[src/rtl/seq_pc_stack.sv]
// seq_pc_stack: program counter sequencer with a LIFO return-address stack.
// Each fetch edge is followed by an execute edge. Commands (ret > call > jmp > en)
// are acted on only at execute edges.
// Ports:
//   clock, reset      rising-edge clock, asynchronous active-high reset
//   en, jmp, call, ret command requests, sampled at execute edges
//   target            jump/call destination
//   clr_err           synchronous clear of the sticky ovf/unf flags
//   pc, phase, sp     registered program counter, phase (1 = execute), stack occupancy
//   full, empty       decoded from sp
//   ovf, unf          sticky overflow / underflow flags
module seq_pc_stack #(
    parameter int unsigned AW    = 12,
    parameter int unsigned DEPTH = 4
) (
    input  logic                       clock,
    input  logic                       reset,
    input  logic                       en,
    input  logic                       jmp,
    input  logic                       call,
    input  logic                       ret,
    input  logic [AW-1:0]              target,
    input  logic                       clr_err,
    output logic [AW-1:0]              pc,
    output logic                       phase,
    output logic [$clog2(DEPTH+1)-1:0] sp,
    output logic                       full,
    output logic                       empty,
    output logic                       ovf,
    output logic                       unf
);

    localparam int unsigned SPW = $clog2(DEPTH + 1);
    localparam int unsigned IW  = (DEPTH > 1) ? $clog2(DEPTH) : 1;

    typedef enum logic {
        S_FETCH = 1'b0,
        S_EXEC  = 1'b1
    } state_t;

    state_t          state;
    state_t          state_nxt;
    logic [AW-1:0]   stack [DEPTH];
    logic [AW-1:0]   pc_nxt;
    logic [AW-1:0]   pc_inc;
    logic [SPW-1:0]  sp_nxt;
    logic            push;
    logic            ovf_set;
    logic            unf_set;

    assign pc_inc = pc + AW'(1);
    assign full   = (sp == SPW'(DEPTH));
    assign empty  = (sp == '0);
    assign phase  = (state == S_EXEC);

    // Phase register
    always_ff @(posedge clock or posedge reset) begin
        if (reset) begin
            state <= S_FETCH;
        end else begin
            state <= state_nxt;
        end
    end

    // Next phase and command decode; commands only matter in the execute phase
    always_comb begin
        state_nxt = S_FETCH;
        pc_nxt    = pc;
        sp_nxt    = sp;
        push      = 1'b0;
        ovf_set   = 1'b0;
        unf_set   = 1'b0;
        case (state)
            S_FETCH: begin
                state_nxt = S_EXEC;
            end
            S_EXEC: begin
                state_nxt = S_FETCH;
                if (ret) begin
                    if (empty) begin
                        pc_nxt  = pc_inc;
                        unf_set = 1'b1;
                    end else begin
                        pc_nxt = stack[IW'(sp - SPW'(1))];
                        sp_nxt = sp - SPW'(1);
                    end
                end else if (call) begin
                    if (full) begin
                        pc_nxt  = pc_inc;
                        ovf_set = 1'b1;
                    end else begin
                        push   = 1'b1;
                        pc_nxt = target;
                        sp_nxt = sp + SPW'(1);
                    end
                end else if (jmp) begin
                    pc_nxt = target;
                end else if (en) begin
                    pc_nxt = pc_inc;
                end
            end
            default: begin
                state_nxt = S_FETCH;
            end
        endcase
    end

    // PC, stack pointer and sticky flags; a new error event beats clr_err
    always_ff @(posedge clock or posedge reset) begin
        if (reset) begin
            pc  <= '0;
            sp  <= '0;
            ovf <= 1'b0;
            unf <= 1'b0;
        end else begin
            pc <= pc_nxt;
            sp <= sp_nxt;
            if (ovf_set) begin
                ovf <= 1'b1;
            end else if (clr_err) begin
                ovf <= 1'b0;
            end
            if (unf_set) begin
                unf <= 1'b1;
            end else if (clr_err) begin
                unf <= 1'b0;
            end
        end
    end

    // Return-address storage; entries at or above sp are never read
    always_ff @(posedge clock or posedge reset) begin
        if (reset) begin
            for (int i = 0; i < int'(DEPTH); i++) begin
                stack[i] <= '0;
            end
        end else if (push) begin
            stack[IW'(sp)] <= pc_inc;
        end
    end

endmodule

[config.mk]
export PLATFORM = sky130hd
export DESIGN_NAME = seq_pc_stack
export DESIGN_NICKNAME = d
export VERILOG_FILES = /design/src/rtl/seq_pc_stack.sv
export SDC_FILE = /design/constraint.sdc
export NUM_CORES = 1
export LEC_CHECK = 0
export ABC_CLOCK_PERIOD_IN_PS = 2200
export CAP_MARGIN = 20
export CELL_PAD_IN_SITES_DETAIL_PLACEMENT = 1
export CELL_PAD_IN_SITES_GLOBAL_PLACEMENT = 1
export CORE_ASPECT_RATIO = 0.9
export CORE_MARGIN = 8
export CORE_UTILIZATION = 40
export DETAILED_ROUTE_END_ITERATION = 8
export GPL_TIMING_DRIVEN = 0
export PLACE_DENSITY_LB_ADDON = 0.05
export SLEW_MARGIN = 20
export SYNTH_ARGS = -nofsm -noshare
export SYNTH_HDL_FRONTEND = slang
export SYNTH_SLANG_ARGS = --single-unit
[constraint.sdc]
create_clock -name clock -period 2.2 [get_ports clock]
set_input_delay 0.44 -clock clock [delete_from_list [all_inputs] [get_ports clock]]
set_output_delay 0.44 -clock clock [all_outputs]
set_load 0.01 [all_outputs]
==> impl_metrics.ini <==
[clock_network]
cts_tree = done
clk_pin_slew_ns = 0.08
clockBufferDepth = 2
cts_htree_levels = 3
cts_hold_buf = 0
clock_sinks = 66
clk_latency_ns = 0.35
cts-buffers-inserted = 9
cts_root_buf = clkbuf_8

[critical_path]
path_cells = buf_6, buf_12, clkinvlp_4, ha_4, mux4_2, and3_4, a221oi_2, o2bb2ai_1
critPathCaptureType = flop
r2r_end = pc[2]
critPathKind = reg -> reg
cp_slowest_stage_delay_ns = 0.53
cp_slowest_cell = mux4_2
r2r_cells = 8
crit_fanout = 3
crit_path_start_kind = flop
r2r_setup_slack_ns = 0.08
required_ns = 2.43
r2r-start = sp[0]
worstPathArrival_ns = 2.35

[timing]
skew_ns = 0.01189
fmax_mhz = 471.7
post-route-min-period_ns = 2.120
drv_slew = 0
rsz0062_at_grt = false
setup_viol = 0
finalCritPeriodShare_pct = 96.36
setup-tns-final_ns = 0
finalHoldViolCount = 0
relSlewSlack_pct = 63.96
tightestPinTransition_ns = 0.5367
fin_ws_ns = 0.08004

[yosys]
synth-edff-count = 0
ys_warn_count = 0
ys_ff_latch = 66
synth_area_um2 = 3358
ys_seq_area_share_pct = 49.18
synthTopCellsByArea = dfrtp_1 (49%), a21oi_1 (6.6%), nor2_1 (6.3%)
synth_top_area_share_pct = 49.18
synth_cell_types = 44
synth_area_leader_cell = dfrtp_1
async_flop_share_pct = 100.0
synth-main-ff-cell = dfrtp_1
syn_nets = 342
syn_area_per_cell_um2 = 10.59
synth_cells = 317

[route]
drt_wl_total_um = 9494
wl_per_cell_um = 19.86
via_per_inst = 5.469
routed-via-count = 2614
drc_errors = 0
drtIter0Drc = 100
first_pass_iters = 4
drtAntennaViolNets = 0

[power_and_ir_drop]
cellPowerDensity_nw_per_um2 = 1566
ir_worst_vdd_mv = 0.5913
p_leak_nw = 1.782
p_total_w = 0.006594

[floorplanning]
initial_utilization_pct = 41.43
rows = 31
die_area_um2 = 11590
ioPinCount = 39
die_x_um = 112.6
placeableCoreArea_um2 = 8107
die_h_um = 102.9

[grt]
grt_pass1_wl_um = 15250
grt_pass1_vias = 2746
grt.overflow.total = 0
grtUsageTotal_pct = 17.21
grt_antenna_before_repair = 0
grt_max_degree = 47

[run_status]
outcome = finished, final reports clean

[finish]
fillCellCount = 910
drive_above_1_share_pct = 19.00
mostFrequentLayoutCells = dfrtp_1 (66), nor2_1 (55), a21oi_1 (44), clkdlybuf4s50_1 (36)
nNetsFinal = 399
areaGrowthSynthToFinish_pct = 25.41
fin_util_pct = 51.95
multi_input_area_um2 = 1565
regArea_um2 = 1652
antenna_cells = 0
mostFrequentLayoutCell = dfrtp_1

[placement]
pre_cts_ws_ns = -0.2782
dp.final_hpwl_um = 6756
place_congestion = 0.7738
numPortBuffers = 38

[flow_run]
cap_violations = 0

[min_path]
hold_path.class = in -> async
sequential cells by signal (all words and copies together) (netlist names):
name and count:
unf 1, pc 12, stack 48, phase 1, sp 3, ovf 1
report_power, final:
group	switching, W	internal, W	leakage, nW	total, W
sequential	0.000443	0.00181	0.764	0.00225
clock	0.000503	0.000554	0.0945	0.00106
combinational	0.00163	0.00166	0.923	0.00329
total	0.00258	0.00402	1.78	0.00659
per-layer routing:
layer  GRT usage (%)  part of all wire (%)  up-vias
met4           4.348                  0.51        0
met5               0                     0        -
met1           23.49                    51     1325
li1                -                     -     1238
met2           26.84                    44       47
met3           4.274                   4.3        4
synth_stat cells, types with 2 or more instances:
master      n
a21oi_1    44
a221oi_1    4
a221oi_2    5
a22oi_1     2
and3_1      6
buf_2      15
clkbuf_1    3
dfrtp_1    66
ha_1        6
inv_1      14
mux2_2      4
mux2i_1     4
mux4_1      6
mux4_2      6
nand2_1     8
nand2b_1    3
nand3_1     3
nand3b_1    2
nor2_1     56
nor3_1      6
o21a_1      3
o21ai_0    11
o22ai_1     8
o2bb2ai_1   2
o31ai_1     3
xnor2_1     7
xor2_1      3
through the flow:
stage	instance area, µm²	cells	hold slack [ns]
global placement	3865	454	0.4839
global route	4212	478	0.4193
finish	4212	478	0.4041
CTS	4178	476	0.3984
floorplan	3361	317	0.4660
detailed placement	3895	455	0.4969
timing repair:
action	4_1_cts	5_1_grt
setup endpoints to repair	43	14
gates resized for setup	13	6
pin swaps	1	1
setup buffers	5	2
layout make-up:
| type | count | area share [%] |
|---|---|---|
| sequential | 66 | 39.22 |
| multi-input combinational | 215 | 37.17 |
| timing repair buffer | 46 | 10.78 |
| buffer | 22 | 3.654 |
| clock buffer | 10 | 3.268 |
| tap | 99 | 2.941 |
| clock inverter | 6 | 1.575 |
| inverter | 14 | 1.396 |
worst max path at each step:
stage / from / end / slack, ns / cells past startpoint
detailed placement: sp[0] / pc[3] / -0.28 / 9
floorplan: sp[0] / pc[2] / 0.009 / 8
global placement: reset / pc[5] / -1.19 / 2
CTS: sp[0] / empty / 0.02 / 8
finish: sp[0] / pc[2] / 0.08 / 8
global route: sp[0] / pc[2] / 0.009 / 8
critical path: cells and delay by family (launching register included):
family / cells / cell delay, ns
AO/OA/AOI/OAI: 2 / 0.26
buffers and inverters: 3 / 0.30
flip-flops: 1 / 0.36
adder cells (fa/ha/maj): 1 / 0.32
AND/OR/NAND/NOR: 1 / 0.21
multiplexers: 1 / 0.53
logic make-up (layout without fill, tap and decap cells):
kind of cell | count (synthesis) | after routing | share of synthesized area [%]
buf+inv | 36 | 98 | 5.439
simple gates | 92 | 92 | 12.89
fa+ha+maj | 6 | 6 | 2.235
flops | 66 | 66 | 49.18
compound gates | 87 | 87 | 16.39
xor+xnor | 10 | 10 | 2.608
mux | 20 | 20 | 11.25
(Power assumes the default switching activity.)
